**src/rtl/alu_kontrol_cozucu.sv**
```systemverilog
// Purpose : decode RV32I OP/OP-IMM into ALU control code + operands, held in a valid/ready register.
// Latency : 1 cycle from accept to out_valid_o.
// Backpr. : bundle held stable while out_ready_i is low; build with ALU_KONTROL_SKID_EN for a
//           2-entry skid (registered in_ready_o); otherwise in_ready_o = !out_valid_o || out_ready_i.
module alu_kontrol_cozucu #(
    parameter int DATA_WIDTH = 32,
    parameter int ALU_CNTR   = 4
) (
    input  logic                  clk,
    input  logic                  rst_n,
    input  logic                  flush_i,
    input  logic                  in_valid_i,
    output logic                  in_ready_o,
    input  logic [31:0]           instr_i,
    input  logic [DATA_WIDTH-1:0] pc_i,
    output logic [4:0]            rs1_addr_o,
    output logic [4:0]            rs2_addr_o,
    input  logic [DATA_WIDTH-1:0] rs1_data_i,
    input  logic [DATA_WIDTH-1:0] rs2_data_i,
    output logic                  out_valid_o,
    input  logic                  out_ready_i,
    output logic [ALU_CNTR-1:0]   alu_cntr_o,
    output logic [DATA_WIDTH-1:0] op_a_o,
    output logic [DATA_WIDTH-1:0] op_b_o,
    output logic [4:0]            rd_o,
    output logic                  we_o,
    output logic [DATA_WIDTH-1:0] pc_o,
    output logic                  illegal_o
);

    // ALU control encoding understood by the ALU.
    localparam logic [ALU_CNTR-1:0] ALU_ADD  = ALU_CNTR'(0);
    localparam logic [ALU_CNTR-1:0] ALU_SUB  = ALU_CNTR'(1);
    localparam logic [ALU_CNTR-1:0] ALU_SLL  = ALU_CNTR'(2);
    localparam logic [ALU_CNTR-1:0] ALU_SLT  = ALU_CNTR'(3);
    localparam logic [ALU_CNTR-1:0] ALU_SLTU = ALU_CNTR'(4);
    localparam logic [ALU_CNTR-1:0] ALU_XOR  = ALU_CNTR'(5);
    localparam logic [ALU_CNTR-1:0] ALU_SRL  = ALU_CNTR'(6);
    localparam logic [ALU_CNTR-1:0] ALU_SRA  = ALU_CNTR'(7);
    localparam logic [ALU_CNTR-1:0] ALU_OR   = ALU_CNTR'(8);
    localparam logic [ALU_CNTR-1:0] ALU_AND  = ALU_CNTR'(9);

    localparam logic [6:0] OPC_OP     = 7'b0110011;
    localparam logic [6:0] OPC_OP_IMM = 7'b0010011;
    localparam logic [6:0] F7_ZERO    = 7'b0000000;
    localparam logic [6:0] F7_ALT     = 7'b0100000;

    typedef struct packed {
        logic                  illegal;
        logic [ALU_CNTR-1:0]   alu_cntr;
        logic [DATA_WIDTH-1:0] op_a;
        logic [DATA_WIDTH-1:0] op_b;
        logic [4:0]            rd;
        logic                  we;
        logic [DATA_WIDTH-1:0] pc;
    } bundle_t;

    logic [6:0] opcode;
    logic [2:0] funct3;
    logic [6:0] funct7;
    logic       accept;
    bundle_t    dec;

    assign opcode     = instr_i[6:0];
    assign funct3     = instr_i[14:12];
    assign funct7     = instr_i[31:25];
    assign rs1_addr_o = instr_i[19:15];
    assign rs2_addr_o = instr_i[24:20];

    // Combinational decode of the incoming instruction into a candidate bundle.
    always_comb begin
        logic                legal;
        logic [ALU_CNTR-1:0] code;
        logic [DATA_WIDTH-1:0] opb;
        legal = 1'b0;
        code  = ALU_ADD;
        opb   = '0;
        if (opcode == OPC_OP) begin
            opb = rs2_data_i;
            if (funct7 == F7_ZERO) begin
                legal = 1'b1;
                unique case (funct3)
                    3'b000:  code = ALU_ADD;
                    3'b001:  code = ALU_SLL;
                    3'b010:  code = ALU_SLT;
                    3'b011:  code = ALU_SLTU;
                    3'b100:  code = ALU_XOR;
                    3'b101:  code = ALU_SRL;
                    3'b110:  code = ALU_OR;
                    default: code = ALU_AND;
                endcase
            end else if (funct7 == F7_ALT) begin
                if (funct3 == 3'b000) begin
                    legal = 1'b1;
                    code  = ALU_SUB;
                end else if (funct3 == 3'b101) begin
                    legal = 1'b1;
                    code  = ALU_SRA;
                end
            end
        end else if (opcode == OPC_OP_IMM) begin
            opb = {{(DATA_WIDTH-12){instr_i[31]}}, instr_i[31:20]};
            legal = 1'b1;
            unique case (funct3)
                3'b000:  code = ALU_ADD;
                3'b010:  code = ALU_SLT;
                3'b011:  code = ALU_SLTU;
                3'b100:  code = ALU_XOR;
                3'b110:  code = ALU_OR;
                3'b111:  code = ALU_AND;
                3'b001: begin
                    // Shift-immediates only use the 5-bit shamt; the upper field is funct7.
                    opb   = {{(DATA_WIDTH-5){1'b0}}, instr_i[24:20]};
                    code  = ALU_SLL;
                    legal = (funct7 == F7_ZERO);
                end
                default: begin
                    opb = {{(DATA_WIDTH-5){1'b0}}, instr_i[24:20]};
                    if (funct7 == F7_ZERO) begin
                        code = ALU_SRL;
                    end else if (funct7 == F7_ALT) begin
                        code = ALU_SRA;
                    end else begin
                        legal = 1'b0;
                    end
                end
            endcase
        end

        dec.illegal  = !legal;
        dec.alu_cntr = legal ? code : ALU_ADD;
        dec.op_a     = legal ? rs1_data_i : '0;
        dec.op_b     = legal ? opb : '0;
        dec.rd       = instr_i[11:7];
        dec.we       = legal && (instr_i[11:7] != 5'd0);
        dec.pc       = pc_i;
    end

    bundle_t main_q, main_d;
    logic    main_vld_q, main_vld_d;

    assign accept = in_valid_i && in_ready_o && !flush_i;

`ifdef ALU_KONTROL_SKID_EN
    bundle_t skid_q, skid_d;
    logic    skid_vld_q, skid_vld_d;
    logic    in_rdy_q, in_rdy_d;

    // in_ready_o tracks skid occupancy one edge late, so an accept can only
    // happen while the skid entry is empty.
    assign in_ready_o = in_rdy_q;

    // Next-state for main + skid entries; flush wins over everything.
    always_comb begin
        main_d     = main_q;
        main_vld_d = main_vld_q;
        skid_d     = skid_q;
        skid_vld_d = skid_vld_q;
        if (flush_i) begin
            main_vld_d = 1'b0;
            skid_vld_d = 1'b0;
        end else if (!main_vld_q || out_ready_i) begin
            if (skid_vld_q) begin
                main_d     = skid_q;
                main_vld_d = 1'b1;
                skid_vld_d = 1'b0;
            end else if (accept) begin
                main_d     = dec;
                main_vld_d = 1'b1;
            end else begin
                main_vld_d = 1'b0;
            end
        end else if (accept) begin
            // Main entry stalled: park the in-flight transfer behind it.
            skid_d     = dec;
            skid_vld_d = 1'b1;
        end
        in_rdy_d = !skid_vld_d;
    end

    // Skid entry and registered ready, cleared by synchronous reset.
    always_ff @(posedge clk) begin
        if (!rst_n) begin
            skid_q     <= '0;
            skid_vld_q <= 1'b0;
            in_rdy_q   <= 1'b0;
        end else begin
            skid_q     <= skid_d;
            skid_vld_q <= skid_vld_d;
            in_rdy_q   <= in_rdy_d;
        end
    end
`else
    // Single register: ready whenever the held bundle is absent or leaving.
    assign in_ready_o = !main_vld_q || out_ready_i;

    // Next-state for the single holding register; flush wins over accept and drain.
    always_comb begin
        main_d     = main_q;
        main_vld_d = main_vld_q;
        if (flush_i) begin
            main_vld_d = 1'b0;
        end else if (accept) begin
            main_d     = dec;
            main_vld_d = 1'b1;
        end else if (out_ready_i) begin
            main_vld_d = 1'b0;
        end
    end
`endif

    // Main output entry, cleared to the reset bundle (ADD code, zero fields).
    always_ff @(posedge clk) begin
        if (!rst_n) begin
            main_q     <= '0;
            main_vld_q <= 1'b0;
        end else begin
            main_q     <= main_d;
            main_vld_q <= main_vld_d;
        end
    end

    assign out_valid_o = main_vld_q;
    assign alu_cntr_o  = main_q.alu_cntr;
    assign op_a_o      = main_q.op_a;
    assign op_b_o      = main_q.op_b;
    assign rd_o        = main_q.rd;
    assign we_o        = main_q.we;
    assign pc_o        = main_q.pc;
    assign illegal_o   = main_q.illegal;

endmodule
```
**config.mk**
```make
export PLATFORM = sky130hd
export DESIGN_NAME = alu_kontrol_cozucu
export DESIGN_NICKNAME = d
export VERILOG_FILES = /design/src/rtl/alu_kontrol_cozucu.sv
export SDC_FILE = /design/constraint.sdc
export NUM_CORES = 1
export LEC_CHECK = 0
export CAP_MARGIN = 20
export CORE_UTILIZATION = 40
export CTS_BUF_LIST = sky130_fd_sc_hd__clkbuf_2
export CTS_CLUSTER_DIAMETER = 80
export DETAILED_ROUTE_END_ITERATION = 10
export PLACE_DENSITY = 0.82
export SLEW_MARGIN = 20
export SYNTH_ARGS = -nofsm -noshare
export SYNTH_HDL_FRONTEND = slang
export SYNTH_SLANG_ARGS = --single-unit
```
**constraint.sdc**
```tcl
create_clock -name clk -period 5 [get_ports clk]
set_input_delay 1 -clock clk [delete_from_list [all_inputs] [get_ports clk]]
set_output_delay 1 -clock clk [all_outputs]
set_load 0.02 [all_outputs]
```
======== After elaboration in Yosys (flattened, before gate mapping) ========
Index checks and enable logic that the tools add are counted.
word-level totals
  output and inout port bits .............. 119
  logic and storage cells ................. 61
  input bits .............................. 133
  register bits ........................... 108
cells by class
  bitwise operators ....................... 2
  equality and inequality tests ........... 10
  reduce and logical (&&, ||, !) cells .... 14
  mux-type cells .......................... 27
operators with widths
  cell                                                                   number
  32-bit 2-to-1 mux                                                      5
  4-bit one-hot mux with 7 select lines                                  2
  4-bit 2-to-1 mux                                                       4
  3-bit 2-to-1 mux                                                       5
  7-bit by 6-bit equality test with 1-bit output, second input constant  2
  3-bit equality test, second input constant                             4
  1-bit 2-to-1 mux                                                       10
  7-bit by 5-bit equality test with 1-bit output, second input constant  1
  7-bit logical NOT                                                      1
  3-bit by 2-bit equality test with 1-bit output, second input constant  2
  6-bit OR reduction                                                     1
  5-bit nonzero test                                                     1
  3-bit by 1-bit equality test with 1-bit output, second input constant  1
  1-bit logical AND                                                      3
  1-bit logical NOT                                                      3
  3-bit logical NOT                                                      1
  1-bit NOT                                                              2
  1-bit one-hot mux with 2 select lines                                  1
  2-bit AND reduction                                                    1
  2-bit nonzero test                                                     1
  2-bit OR reduction                                                     1
  1-bit logical OR                                                       1

======== Logic depth before layout (Yosys ltp) ========
  word-level depth ........................ 7
  gate-level depth with buffers ........... 8
  depth with buffers taken out ............ 6

======== Least setup slack after synthesis ========
OpenSTA, ideal clock, no wires.
  path type ............................... input-to-reg
  from .................................... in instr_i[31]
  to ...................................... reg main_q, in the netlist alu_cntr_o[1]
  arrival time ............................ 2589 ps
  setup time .............................. 59 ps
  stages .................................. 7
  path buffers ............................ 2
  slack ................................... 2351 ps
  cell sequence ........................... or4_4 -> o32ai_4 -> and4_4 -> and2_4 -> buf_12 -> buf_12 -> a22o_1
between the ends
  cells in the longest elaborated chain, start to end .. 7
RTL lines
  item                                                                                                   line     source
  start: declaration                                                                                     14       input logic [31:0] instr_i,
  7-bit by 6-bit equality test with 1-bit output                                                         92, 121
  3-bit 2-to-1 mux / 1-bit 2-to-1 mux (equally long branches)                                            121      end else if (funct7 == F7_ALT) begin
  3-bit 2-to-1 mux / 1-bit 2-to-1 mux (equally long branches)                                            119      if (funct7 == F7_ZERO) begin
  4-bit one-hot mux with 7 select lines / 1-bit one-hot mux with 2 select lines (equally long branches)  104      unique case (funct3)
  4-bit 2-to-1 mux / 1-bit 2-to-1 mux (equally long branches)                                            101      end else if (opcode == OPC_OP_IMM) begin
  4-bit 2-to-1 mux / 1-bit 2-to-1 mux (equally long branches)                                            78       if (opcode == OPC_OP) begin
  4-bit 2-to-1 mux *                                                                                     131      dec.alu_cntr = legal ? code : ALU_ADD;
  end signal: assignment                                                                                 218      main_q <= main_d;
  end: declaration                                                                                       139      bundle_t main_q, main_d;
Every way passes the cells marked *; elsewhere a longest branch is shown, timed or not.
A chain may end at the register's enable or synchronous reset.

======== Worst setup path after layout ========
  from .................................... in out_ready_i
  to ...................................... out in_ready_o
between the ends
  cells in the longest elaborated chain, start to end .. 1
RTL lines
  item                line  source
  start: declaration  21    input logic out_ready_i,
  1-bit logical OR    195   assign in_ready_o = !main_vld_q || out_ready_i;
  end: declaration    13    output logic in_ready_o,
Every way passes these cells.

==> flow_metrics.env <==
export IMPL_outcome="complete, no violations"
export IMPL_synth_area_mm2=0.00420
export IMPL_synth_top_cell_area_share_pct=51.5
export IMPL_synth_top_cells_by_count="111 x nand2_1, 108 x dfxtp_1, 42 x a21boi_0, 34 x a22o_1, 28 x nor2_1"
export IMPL_netlist_top_cells_area="dfxtp_1 52%, nand2_1 9.9%, a21boi_0 7.5%"
export IMPL_drt_pass1_iterations=4
export IMPL_vdd_ir_drop_max_v=0.000135
export IMPL_antenna_found_initial=0
export IMPL_path_clk_slew_ps=240
export IMPL_fin_tns_setup_ps=0
export IMPL_crit_buf_inv=3
export IMPL_wl_per_cell_um=15.8
export IMPL_portBuffers=241
export IMPL_tritoncts="yes"
export IMPL_synth_nets=593
export IMPL_drv_cap=0
export IMPL_fin_cells=812
export IMPL_hold_viol=0
export IMPL_vias=4130
export IMPL_clock_sinks=108
export IMPL_crit_type="input pin to output pin"
export IMPL_synth_cells=460
export IMPL_final_area_mm2=0.00666
export IMPL_fin_crit_sh_pct=65.8
export IMPL_die_w_um=104
export IMPL_tightest_slew_ps=850
export IMPL_crit_path_max_incr_delay_ps=570
export IMPL_synth_seq_cells=108
export IMPL_cp_max_fo=3
export IMPL_rsz0062_at_grt="no"
export IMPL_multiInputGateArea_mm2=0.00176
export IMPL_p_per_area_mw_per_mm2=235
export IMPL_drc=0
export IMPL_start_util_pct=41.0
export IMPL_gr_usage_all_layers_pct=23.3
export IMPL_cts_max_level=3
export IMPL_crit_top_cell="clkdlybuf4s50_1"
export IMPL_rows=37
export IMPL_final_hold_worst_slack_ps=468
export IMPL_clk_latency_ps=570
export IMPL_final_core_util_pct=65.1
export IMPL_worst_endpoint_arrival_ps=2290
export IMPL_rrSetupSlack_ps=3000
export IMPL_drive_gt1_share_pct=4.29
export IMPL_ant_nets=0
export IMPL_synth_avg_cell_area_um2=9.12
export IMPL_async_flop_share_pct=0
export IMPL_grt_start_max_net_pins=64
export IMPL_setup_viol=0
export IMPL_max_freq_mhz=304
export IMPL_maxSlewHeadroom_pct=43.1
export IMPL_synth_top_flop_cell="dfxtp_1"
export IMPL_post_cts_setup_buffer_count=0
export IMPL_worstPathCellList="clkdlybuf4s50_1 -> nor2b_1 -> inv_1 -> clkdlybuf4s50_1"
export IMPL_synth_edf_count=0
export IMPL_grt_ovfl_total=0
export IMPL_slowest_stage="clkdlybuf4s50_1"
export IMPL_synth_cell_types=45
export IMPL_detail_route_vias_per_cell=5.09
export IMPL_clockBufferDepth=2
export IMPL_pin_count=252
export IMPL_holdCritPathClass="flip-flop to flip-flop"
export IMPL_cts_repair_resized=0
export IMPL_fill_cells=853
export IMPL_finalClockSkew_ps=27.0
export IMPL_routed_wl_mm=12.8
export IMPL_placed_cell_area_mm2=0.00654
export IMPL_dpl_hpwl_mm=9.46
export IMPL_yosysWarnings=0
export IMPL_required_ps=4000
export IMPL_postCtsHoldBufs=0
export IMPL_endpoint_kind="output pin"
export IMPL_num_antenna_cells=0
export IMPL_dr_first_iter_drc_count=189
export IMPL_place_congestion=0.816
export IMPL_nets=804
export IMPL_cp_start_kind="input pin"
export IMPL_yosys_area_top_type="dfxtp_1"
export IMPL_fp_coreArea_mm2=0.0102
export IMPL_die_h_um=104
export IMPL_die_area_mm2=0.0109
export IMPL_fin_crit_ps=3290
export IMPL_regArea_mm2=0.00216
export IMPL_yosysMostFrequentCell="nand2_1"
export IMPL_grt_first_pass_wirelength_mm=20.0
export IMPL_crit_family="buffers and inverters"
export IMPL_cts_made_buffers=9
export IMPL_syn_to_final_growth_pct=58.8
export IMPL_maxSlewViolCount=0
export IMPL_leakage_nw=2.41
export IMPL_grt_pass1_vias=4036
export IMPL_clock_tree_root_cell="clkbuf_2"
export IMPL_dp_cells=796
export IMPL_synth_seq_area_share_pct=51.5
==> metrics by stage <==
step	power (W)	setup WS [ps]
after floorplan	0.000996	2350
after global placement	0.00114	1450
after detailed placement	0.00114	1360
after CTS	0.00158	1690
after global routing	0.00163	1620
final	0.00157	1710
==> logic make-up after synthesis <==
logic type	Yosys count	synth area share, %
xor+xnor	1	0.209
buf+inv	46	6.65
simple gates	172	17.7
compound gates	128	22.5
mux	5	1.34
flops	108	51.5
==> routing by layer <==
layer	vias up	wire length, um	track usage (%)
li1	1990	-	-
met3	17	1020	7.08
met2	168	6260	40.0
met4	0	264	9.18
met1	1955	5280	26.8
met5	-	0	0
==> power by group <==
group | switching, W | internal [W] | total, W
clock network | 0.000279 | 0.000159 | 0.000438
registers | 0.00000800 | 0.000879 | 0.000887
logic | 0.000101 | 0.000141 | 0.000242
total | 0.000388 | 0.00118 | 0.00157
==> cells in the final DEF, fill, tap and decap left out, types with 6 or more instances in the layout <==
cell type	instances
nand2_1	111
a22oi_1	6
clkdlybuf4s50_1	241
a21boi_0	42
o21ai_1	20
dfxtp_1	108
clkbuf_2	9
o21ai_0	13
a22o_1	34
nor2_1	28
==> final timing paths <==
path                 to  cells past startpoint         from
max reg2reg  op_b_o[22]                      5  out_valid_o
min          op_b_o[16]                      2   op_b_o[16]
min reg2reg  op_b_o[16]                      2   op_b_o[16]
max          in_ready_o                      4  out_ready_i
==> state kept, by name, summed over array words and instances (netlist names) <==
name	count
alu_cntr_o	4
illegal_o	1
op_a_o	32
op_b_o	32
out_valid_o	1
pc_o	32
rd_o	5
we_o	1
==> tightest hold or removal path, delay by kind of cell (launching register included) <==
family / cells / cell delay (ps)
simple gates: 1 / 50
compound gates: 1 / 50
flops: 1 / 360
==> cell type report <==
type                    instances  area share [%]
flip-flops and latches        108            32.5
clock inverters                 7            1.22
well taps                     136            2.55
clock buffers                   9           0.676
repair buffers                244            36.5
inverters                       2           0.113
multi-input cells             306            26.4
Note: power is estimated with default switching activity, not from simulation.
